`src/rtl/vdg_pkg.sv`:
```
// Shared definitions for the VDG display-address responder: mode encodings,
// request-queue states and the row-repeat divisor lookup.
package vdg_pkg;

    localparam int BASE_SHIFT = 9;
    localparam int REP_W      = 4;

    typedef enum logic [2:0] {
        VM_ALPHA  = 3'd0,
        VM_DIV3_A = 3'd1,
        VM_DIV3_B = 3'd2,
        VM_DIV2_A = 3'd3,
        VM_DIV2_B = 3'd4,
        VM_DIV1_A = 3'd5,
        VM_DIV1_B = 3'd6,
        VM_DIV1_C = 3'd7
    } vmode_e;

    typedef enum logic [1:0] {
        Q_IDLE     = 2'd0,
        Q_REQ      = 2'd1,
        Q_REQ_PEND = 2'd2
    } qstate_e;

    function automatic logic [REP_W-1:0] div_for_mode(input logic [2:0] vmode);
        logic [REP_W-1:0] div;
        div = 4'd1;
        case (vmode_e'(vmode))
            VM_ALPHA:             div = 4'd12;
            VM_DIV3_A, VM_DIV3_B: div = 4'd3;
            VM_DIV2_A, VM_DIV2_B: div = 4'd2;
            default:              div = 4'd1;
        endcase
        return div;
    endfunction

endpackage

```
`src/rtl/vdg_video_fetch_if.sv`:
```
// Display-RAM read port between the fetch unit (master) and the RAM arbiter (slave).
interface vdg_video_fetch_if #(
    parameter int ADDR_W = 16
);
    logic              mem_req;
    logic [ADDR_W-1:0] mem_addr;
    logic              mem_ack;
    logic [7:0]        mem_data;

    modport master (output mem_req, output mem_addr, input mem_ack, input mem_data);
    modport slave  (input mem_req, input mem_addr, output mem_ack, output mem_data);
endinterface

```
`src/rtl/vdg_row_divider.sv`:
```
// Row repetition: counts hsn falling edges and decides whether the next scan line
// rewinds to the current row start or advances to the live address.
module vdg_row_divider
    import vdg_pkg::*;
#(
    parameter int ADDR_W = 16
) (
    input  logic              clk,
    input  logic              reset,
    input  logic              fsn_fall_i,
    input  logic              hsn_fall_i,
    input  logic [2:0]        vmode_i,
    input  logic [ADDR_W-1:0] base_addr_i,
    input  logic [ADDR_W-1:0] addr_inc_i,
    output logic [ADDR_W-1:0] row_start_o,
    output logic              rewind_o
);
    logic [2:0]        vmode_q;
    logic [REP_W-1:0]  rep_cnt_q;
    logic [ADDR_W-1:0] row_start_q;
    logic [REP_W-1:0]  div_m1;

    assign div_m1      = div_for_mode(vmode_q) - 4'd1;
    assign rewind_o    = hsn_fall_i && !fsn_fall_i && (rep_cnt_q < div_m1);
    assign row_start_o = row_start_q;

    always_ff @(posedge clk) begin
        if (reset) begin
            vmode_q     <= '0;
            rep_cnt_q   <= '0;
            row_start_q <= '0;
        end else if (fsn_fall_i) begin
            vmode_q     <= vmode_i;
            rep_cnt_q   <= '0;
            row_start_q <= base_addr_i;
        end else if (hsn_fall_i) begin
            // The divisor for this edge is the one latched at the previous sync edge.
            vmode_q <= vmode_i;
            if (rewind_o) begin
                rep_cnt_q <= rep_cnt_q + 4'd1;
            end else begin
                rep_cnt_q   <= '0;
                row_start_q <= addr_inc_i;
            end
        end
    end

endmodule

```
`src/rtl/vdg_video_fetch.sv`:
```
// SAM-side video fetch: tracks the VDG display address from DA0/HSn/FSn and
// issues single-byte reads through a two-entry request queue.
module vdg_video_fetch
    import vdg_pkg::*;
#(
    parameter int ADDR_W = 16,
    parameter int BASE_W = 7
) (
    input  logic               clk,
    input  logic               reset,
    input  logic               da0,
    input  logic               hsn,
    input  logic               fsn,
    input  logic [2:0]         vmode,
    input  logic [BASE_W-1:0]  base,
    vdg_video_fetch_if.master  mem,
    output logic [7:0]         q,
    output logic               q_valid,
    output logic               underrun
);
    logic da0_q, da0_prev_q, hsn_q, hsn_prev_q, fsn_q, fsn_prev_q;
    logic da0_edge, hsn_fall, fsn_fall, enq, ack, rewind;

    logic [ADDR_W-1:0] addr_q, addr_d, addr_inc, row_start, base_addr;
    logic [ADDR_W-1:0] mem_addr_q, mem_addr_d, pend_addr_q, pend_addr_d;
    logic [7:0]        q_q, q_d;
    logic              q_valid_q, q_valid_d, underrun_q, underrun_d;
    qstate_e           state_q, state_d;

    assign da0_edge  = da0_q ^ da0_prev_q;
    assign hsn_fall  = hsn_prev_q & ~hsn_q;
    assign fsn_fall  = fsn_prev_q & ~fsn_q;
    assign enq       = da0_edge & ~fsn_fall;
    assign ack       = mem.mem_ack & (state_q != Q_IDLE);
    assign base_addr = ADDR_W'({base, {BASE_SHIFT{1'b0}}});
    assign addr_inc  = enq ? addr_q + 1'b1 : addr_q;

    vdg_row_divider #(.ADDR_W(ADDR_W)) u_row_divider (
        .clk         (clk),
        .reset       (reset),
        .fsn_fall_i  (fsn_fall),
        .hsn_fall_i  (hsn_fall),
        .vmode_i     (vmode),
        .base_addr_i (base_addr),
        .addr_inc_i  (addr_inc),
        .row_start_o (row_start),
        .rewind_o    (rewind)
    );

    always_comb begin
        addr_d = addr_inc;
        if (fsn_fall)    addr_d = base_addr;
        else if (rewind) addr_d = row_start;
    end

    // Queue FSM; enq always carries the pre-increment address addr_q.
    always_comb begin
        state_d     = state_q;
        mem_addr_d  = mem_addr_q;
        pend_addr_d = pend_addr_q;
        underrun_d  = fsn_fall ? 1'b0 : underrun_q;
        q_d         = ack ? mem.mem_data : q_q;
        q_valid_d   = ack;
        case (state_q)
            Q_IDLE: begin
                if (enq) begin
                    state_d    = Q_REQ;
                    mem_addr_d = addr_q;
                end
            end
            Q_REQ: begin
                if (ack && enq) begin
                    mem_addr_d = addr_q;
                end else if (ack) begin
                    state_d = Q_IDLE;
                end else if (enq) begin
                    state_d     = Q_REQ_PEND;
                    pend_addr_d = addr_q;
                end
            end
            Q_REQ_PEND: begin
                if (fsn_fall) begin
                    state_d = ack ? Q_IDLE : Q_REQ;
                end else if (ack) begin
                    mem_addr_d = pend_addr_q;
                    if (enq) pend_addr_d = addr_q;
                    else     state_d     = Q_REQ;
                end else if (enq) begin
                    underrun_d = 1'b1;
                end
            end
            default: state_d = Q_IDLE;
        endcase
    end

    always_ff @(posedge clk) begin
        if (reset) begin
            da0_q       <= 1'b0;
            da0_prev_q  <= 1'b0;
            hsn_q       <= 1'b0;
            hsn_prev_q  <= 1'b0;
            fsn_q       <= 1'b0;
            fsn_prev_q  <= 1'b0;
            addr_q      <= '0;
            mem_addr_q  <= '0;
            pend_addr_q <= '0;
            q_q         <= 8'h00;
            q_valid_q   <= 1'b0;
            underrun_q  <= 1'b0;
            state_q     <= Q_IDLE;
        end else begin
            da0_q       <= da0;
            da0_prev_q  <= da0_q;
            hsn_q       <= hsn;
            hsn_prev_q  <= hsn_q;
            fsn_q       <= fsn;
            fsn_prev_q  <= fsn_q;
            addr_q      <= addr_d;
            mem_addr_q  <= mem_addr_d;
            pend_addr_q <= pend_addr_d;
            q_q         <= q_d;
            q_valid_q   <= q_valid_d;
            underrun_q  <= underrun_d;
            state_q     <= state_d;
        end
    end

    assign mem.mem_req  = (state_q != Q_IDLE);
    assign mem.mem_addr = mem_addr_q;
    assign q            = q_q;
    assign q_valid      = q_valid_q;
    assign underrun     = underrun_q;

endmodule

```
`src/flat_wrapper.sv`:
```
// flat-port wrapper written by rule: the top's interface ports become plain ports
module vdg_video_fetch_flat import vdg_pkg::*;
#(
    parameter int ADDR_W = 16,
    parameter int BASE_W = 7
)
  (clk, reset, da0, hsn, fsn, vmode, base, q, q_valid, underrun, mem_mem_req, mem_mem_addr, mem_mem_ack, mem_mem_data);
  vdg_video_fetch_if #(.ADDR_W(ADDR_W)) mem_i ();
  input  logic clk;
  input  logic reset;
  input  logic da0;
  input  logic hsn;
  input  logic fsn;
  input  logic [2:0] vmode;
  input  logic [BASE_W-1:0] base;
  output logic [7:0] q;
  output logic q_valid;
  output logic underrun;
  output wire logic [$bits(mem_i.mem_req)-1:0] mem_mem_req;
  output wire logic [$bits(mem_i.mem_addr)-1:0] mem_mem_addr;
  input wire logic [$bits(mem_i.mem_ack)-1:0] mem_mem_ack;
  input wire logic [$bits(mem_i.mem_data)-1:0] mem_mem_data;
  assign mem_mem_req = mem_i.mem_req;
  assign mem_mem_addr = mem_i.mem_addr;
  assign mem_i.mem_ack = mem_mem_ack;
  assign mem_i.mem_data = mem_mem_data;
  vdg_video_fetch #(.ADDR_W(ADDR_W), .BASE_W(BASE_W)) u_core (.clk(clk), .reset(reset), .da0(da0), .hsn(hsn), .fsn(fsn), .vmode(vmode), .base(base), .mem(mem_i), .q(q), .q_valid(q_valid), .underrun(underrun));
endmodule
```
`config.mk`:
```
export PLATFORM = sky130hd
export DESIGN_NAME = vdg_video_fetch_flat
export DESIGN_NICKNAME = d
export VERILOG_FILES = /design/src/rtl/vdg_pkg.sv /design/src/rtl/vdg_video_fetch_if.sv /design/src/rtl/vdg_row_divider.sv /design/src/rtl/vdg_video_fetch.sv /design/src/flat_wrapper.sv
export SDC_FILE = /design/constraint.sdc
export NUM_CORES = 1
export LEC_CHECK = 0
export ABC_AREA = 1
export CELL_PAD_IN_SITES_DETAIL_PLACEMENT = 2
export CELL_PAD_IN_SITES_GLOBAL_PLACEMENT = 2
export CORE_ASPECT_RATIO = 1.4
export CORE_MARGIN = 8
export CORE_UTILIZATION = 32
export CTS_BUF_LIST = sky130_fd_sc_hd__clkbuf_16
export CTS_CLUSTER_DIAMETER = 30
export DETAILED_ROUTE_END_ITERATION = 12
export PLACE_DENSITY_LB_ADDON = 0.1
export SETUP_SLACK_MARGIN = 0.3
export SLEW_MARGIN = 20
export SYNTH_ARGS = -nofsm -noshare
export SYNTH_HDL_FRONTEND = slang
export SYNTH_SLANG_ARGS = --single-unit
```
`constraint.sdc`:
```
create_clock -name clk -period 3.2 [get_ports clk]
set_clock_uncertainty 0.2 [all_clocks]
set_input_delay 0.8 -clock clk [delete_from_list [all_inputs] [get_ports clk]]
set_output_delay 0.8 -clock clk [all_outputs]
set_load 0.01 [all_outputs]
```
* Word level (Yosys, flattened, before mapping) *
Cells that the tools add are included.

word-level totals
  bits in registers = 89
  output and inout bits = 27
  bits of input ports = 24

cells by class
  equal/unequal tests = 15
  $add $sub $neg = 3
  reduce and logical (&&, ||, !) cells = 16
  multiplexer cells = 34
  bitwise gates (word level) = 8
  magnitude comparators = 1

operators by type and width
  cell                     count
  $mux W16                 14
  $pmux W16 S3             1
  $pmux W16 S2             1
  $add A16 B1 Y16 const B  1
  $reduce_and A5 Y1        3
  $mux W2                  7
  $pmux W4 S3              1
  $eq A3 B2 Y1 const B     2
  $mux W1                  6
  $mux W3                  2
  $ne A2 B1 Y1 const B     3
  $ne A2 B2 Y1 const B     3
  $ne A3 B1 Y1 const B     2
  $pmux W2 S3              1
  $reduce_bool A2 Y1       3
  $reduce_or A2 Y1         3
  $add A4 B1 Y4 const B    1
  $and A1 B1 Y1            4
  $lt A4 B4 Y1             1
  $mux W4                  1
  $sub A4 B1 Y4 const B    1
  $eq A3 B1 Y1 const B     1
  $eq A3 B3 Y1 const B     1
  $logic_and A1 B1 Y1      3
  9 further kinds          11

* Logic depth before layout (Yosys ltp) *
  word-level depth = 9
  mapped depth = 18
  depth with buffers taken out = 18

* By module *
Synthesis repeated with hierarchy kept, for this count alone.

unflattened totals
  cells, all modules = 655
  area, all modules = 4440.5 µm²

by module, submodules not included
  module           area each (µm²)  times used  cells each
  vdg_video_fetch  3056.7           1           439
  vdg_row_divider  1383.8           1           216

* Least setup slack after synthesis *
No wires, ideal clock.

  path type = register to register
  from = reg u_core.u_row_divider.vmode_q[1]
  to = reg u_core.u_row_divider.row_start_q[7] (netlist: u_core.u_row_divider.row_start_o[7])
  arrival = 2.058 ns
  setup time = 0.113 ns
  cell stages (with the launch flop) = 18
  setup slack = 0.829 ns
  period minus slack after synthesis = 2.371 ns
  cell sequence = dfxtp_1 > inv_1 > nand2_1 > inv_1 > nor2_1 > a21oi_1 > ha_1 > xor2_1 > ha_1 > nand2_1 > nand2_1 > nor3_4 > nand2_4 > buf_6 > nand2_1 > o21ai_2 > o21ai_1 > inv_1

on the way
  cells in the longest elaborated chain, start to end = 7

ends and longest elaborated chain
  item                                  line                   text
  start, declared                       vdg_row_divider.sv:18  logic [2:0] vmode_q;
  start signal, assigned                vdg_row_divider.sv:33  vmode_q <= vmode_i;
  start signal, assigned                vdg_row_divider.sv:38  vmode_q <= vmode_i;
  $eq A3 B2 Y1 (tied with other cells)  vdg_pkg.sv:28          case (vmode_e'(vmode))
  $reduce_or A2 Y1                      vdg_pkg.sv:28
  $pmux W4 S3 (*)                       vdg_pkg.sv:28
  $sub A4 B1 Y4 (*)                     vdg_row_divider.sv:23  assign div_m1 = div_for_mode(vmode_q) - 4'd1;
  $lt A4 B4 Y1 (*)                      vdg_row_divider.sv:24  assign rewind_o = hsn_fall_i && !fsn_fall_i && (rep_cnt_q < div_m1);
  $logic_and A1 B1 Y1 (*)               vdg_row_divider.sv:24
  $mux W16 (*)                          -
  end signal, assigned                  vdg_row_divider.sv:35  row_start_q <= base_addr_i;
  end signal, assigned                  vdg_row_divider.sv:43  row_start_q <= addr_inc_i;
  end, declared                         vdg_row_divider.sv:20  logic [ADDR_W-1:0] row_start_q;

Mark *: on every way between the ends. The rest lies on a longest branch, timed or not.
A chain may end at the register's enable or synchronous reset.

* Worst setup path after layout *
  from = reg u_core.u_row_divider.vmode_q[1]
  to = reg u_core.u_row_divider.row_start_q[8] (netlist: u_core.u_row_divider.row_start_o[8])

Same word-level chain as after synthesis.

==> results.yml <==
run_status:
  status: "completed"
worst_setup_path:
  endpoint: "u_core.u_row_divider.row_start_o[8]$_SDFFE_PP0P_"
  end_kind: "flop"
  reg2reg_depth: 18
  worstReg2RegEnd: "u_core.u_row_divider.row_start_o[8]$_SDFFE_PP0P_"
  r2r-start: "u_core.u_row_divider.vmode_q[1]$_SDFFE_PP0P_"
  crit_required_ns: 3.23
  cp_max_fo: 11
  critPathLaunchType: "flop"
  worstSetupStartpoint: "u_core.u_row_divider.vmode_q[1]$_SDFFE_PP0P_"
  rrSetupSlack_ns: 0.42
  crit_type: "flop to flop"
  worstPathArrival_ns: 2.81
timing:
  maxSlewHeadroom_pct: 65.1
  finalSetupViolations: 0
  max_freq_mhz: 360
  rsz0062_at_grt: "no"
  worst_slew_pin_slew_ns: 0.522
  fin_crit_sh_pct: 86.9
  final-hold-violation-count: 0
  slew_violations: 0
  fin_tns_setup_ns: 0
  period_needed_ns: 2.78
routing:
  dr.pass1.iters: 4
  routed_wirelength_mm: 13.8
  vias: 4014
  ant_nets: 0
  routed_via_density: 5.09
  drc_errors: 0
  routedWlPerCell_um: 17.5
  drt-initial-drc-count: 145
die:
  design.core.area_mm2: 0.0129
  rows: 49
  die_area_mm2: 0.0172
  ios: 51
  start_util_pct: 32.8
  die_w_um: 113
  die_height_um: 152
clock_network:
  htree_levels: 3
  cts.path.max_buffers: 2
  clock_sinks: 89
  cts_hold_buf: 0
  cts_tree: "yes"
  cts-root-buf: "clkbuf_16"
  clk_transition_reported_paths_ns: 0.07
  numCtsBuffers: 9
  clk_latency_ns: 0.34
logic_synthesis:
  synth_nets: 615
  syn_area_mm2: 0.00422
  syn_area_per_cell_um2: 7.26
  ys_seq_area_share_pct: 42.2
  yosysWarnings: 0
  ys_ff_latch: 89
  ys_types: 33
  synth_cells: 581
place:
  hpwl_mm: 9.89
  io_buffer_count: 50
  gp_congestion: 0.771
grt:
  grt_usage_pct: 16.0
  first_global_vias: 4379
  antenna_found_initial: 0
  grt_max_degree: 53
  grt_overflow_total: 0
  grt_pass1_wl_mm: 22.4
cells_and_area:
  finish.utilization_pct: 40.7
  area_growth_pct: 24.3
  drive_above_1_share_pct: 10.7
  fillers: 1535
  nets: 665
  antennaDiodeCount: 0
power_and_ir_drop:
  ir_worst_vdd_v: 0.000226
  p_per_area_mw_per_mm2: 694
  p_total_mw: 3.64
  p_leak_nw: 2.26
flow_run:
  cap_viol_max_count: 0
min_path:
  hold_class: "flop to flop"
==> layout by cell type, fill, tap and decap left out, types with 4 or more instances in the layout <==
master / count
nor2_1: 25
o21ai_1: 11
nand2_4: 4
xor2_1: 8
and2_1: 5
nand4_1: 5
inv_2: 8
o21ai_2: 7
nand3_1: 34
nand3b_1: 4
inv_1: 78
o21ai_0: 49
nand2_2: 5
clkbuf_16: 9
nand3_2: 5
nand2_1: 135
clkdlybuf4s50_1: 50
dfxtp_1: 88
a21oi_1: 41
ha_1: 10
a31oi_1: 16
nor2_2: 4
buf_4: 9
nor3_1: 4
==> cell families (layout without fill, tap and decap cells) <==
logic type,Yosys count,in the layout,synth area share (%)
AO/OA/AOI/OAI,127,127,16.4
XOR/XNOR,10,10,2.08
adder cells (fa/ha/maj),10,10,2.97
buffers and inverters,112,165,11.0
flip-flops,89,89,42.2
AND/OR/NAND/NOR,233,235,25.4
==> layer usage <==
| layer | wire length, um | vias up | GRT usage (%) |
|---|---|---|---|
| met5 | 0 | - | 0 |
| met4 | 204 | 0 | 4.20 |
| met3 | 325 | 13 | 2.82 |
| met2 | 7700 | 39 | 30.1 |
| met1 | 5600 | 1999 | 17.8 |
| li1 | - | 1963 | - |
==> area by class of cell <==
class | instances | area (um^2) | share of cell area [%]
Timing Repair Buffer | 62 | 611 | 11.6
Tap cell | 153 | 191 | 3.65
Sequential cell | 89 | 1780 | 34.0
Clock buffer | 9 | 225 | 4.29
Clock inverter | 7 | 95.1 | 1.81
Multi-Input combinational cell | 382 | 2010 | 38.3
Inverter | 87 | 330 | 6.30
==> cell usage after synthesis <==
master	n	share of area, %
nand3_2	5	1.2
nand3_1	34	4.0
nor3_2	1	0.24
nand4_1	5	0.74
o211ai_1	1	0.18
inv_2	8	0.71
xor2_1	8	1.7
nor3_4	1	0.39
buf_4	3	0.53
nand2_4	3	0.80
o41ai_1	1	0.21
o21ai_1	10	1.2
nor2_1	25	2.2
o21ai_2	7	1.5
buf_2	7	0.83
a31oi_1	16	2.4
dfxtp_1	89	42
buf_1	1	0.089
buf_6	3	0.80
nor2_4	2	0.53
and2_1	5	0.74
o21ai_0	50	5.9
inv_1	79	7.0
nor2_2	4	0.59
clkbuf_1	11	0.98
ha_1	10	3.0
xnor2_1	2	0.42
a221oi_1	1	0.21
nor3_1	4	0.47
nand2_1	136	12
nand2_2	4	0.59
a21oi_1	41	4.9
nand3b_1	4	0.71
==> how the worst min path moves through the flow <==
| stage | slack [ns] | cells past startpoint | from | end |
|---|---|---|---|---|
| after floorplan | 0.22 | 2 | u_core.da0_q$_SDFF_PP0_ | u_core.da0_prev_q$_SDFF_PP0_ |
| after global placement | 0.24 | 2 | u_core.da0_q$_SDFF_PP0_ | u_core.da0_prev_q$_SDFF_PP0_ |
| after detailed placement | 0.25 | 2 | u_core.da0_q$_SDFF_PP0_ | u_core.da0_prev_q$_SDFF_PP0_ |
| after CTS | 0.26 | 2 | u_core.da0_q$_SDFF_PP0_ | u_core.da0_prev_q$_SDFF_PP0_ |
| after global routing | 0.29 | 2 | u_core.q[2]$_SDFFE_PP0P_ | u_core.q[2]$_SDFFE_PP0P_ |
| final | 0.27 | 2 | u_core.q[2]$_SDFFE_PP0P_ | u_core.q[2]$_SDFFE_PP0P_ |
==> sequential cells by signal, summed over array words and instances, names as in the netlist <==
signal and flops:
u_core.addr_q 16, u_core.mem.mem_addr 16, u_core.pend_addr_q 16, u_core.u_row_divider.row_start_o 16, u_core.q 8, u_core.u_row_divider.rep_cnt_q 4
u_core.u_row_divider.vmode_q 3, u_core.state_q 2, u_core.da0_prev_q 1, u_core.da0_q 1, u_core.fsn_prev_q 1, u_core.fsn_q 1
u_core.hsn_prev_q 1, u_core.hsn_q 1, u_core.q_valid 1, u_core.underrun 1
==> where the power goes <==
| part | switching (mW) | total, mW | internal (mW) | leakage, nW |
|---|---|---|---|---|
| Clock | 0.465 | 1.15 | 0.685 | 0.155 |
| Combinational | 0.616 | 1.07 | 0.450 | 1.38 |
| Sequential | 0.113 | 1.42 | 1.31 | 0.728 |
| Total | 1.19 | 3.64 | 2.45 | 2.26 |
==> worst max-delay path: stages, from the launching register on <==
cell,delay (ns)
dfxtp_1,0.33
inv_1,0.06
nand2_2,0.09
inv_1,0.07
nor2_1,0.10
a21oi_1,0.05
ha_1,0.21
xor2_1,0.16
ha_1,0.19
nand2_1,0.09
nand2_1,0.10
nor3_4,0.24
buf_6,0.14
buf_12,0.10
nand2_4,0.11
nand2_1,0.13
o21ai_2,0.06
o21ai_1,0.16
inv_1,0.06
==> per-stage QoR <==
| step | worst slack, ns | instance area [um^2] | hold slack (ns) | cells |
|---|---|---|---|---|
| finish | 0.421 | 5240 | 0.271 | 789 |
| global route | 0.220 | 5240 | 0.291 | 789 |
| CTS | 0.359 | 5160 | 0.262 | 784 |
| detailed placement | 0.365 | 4840 | 0.253 | 768 |
| global placement | 0.455 | 4840 | 0.241 | 768 |
| floorplan | 0.829 | 4220 | 0.224 | 581 |
==> timing repair <==
action / 4_1_cts / 5_1_grt
setup buffers: 0 / 3
resized for setup: 0 / 7
setup endpoints to repair: 0 / 9
No activity file was read; power rests on OpenSTA's default activity.
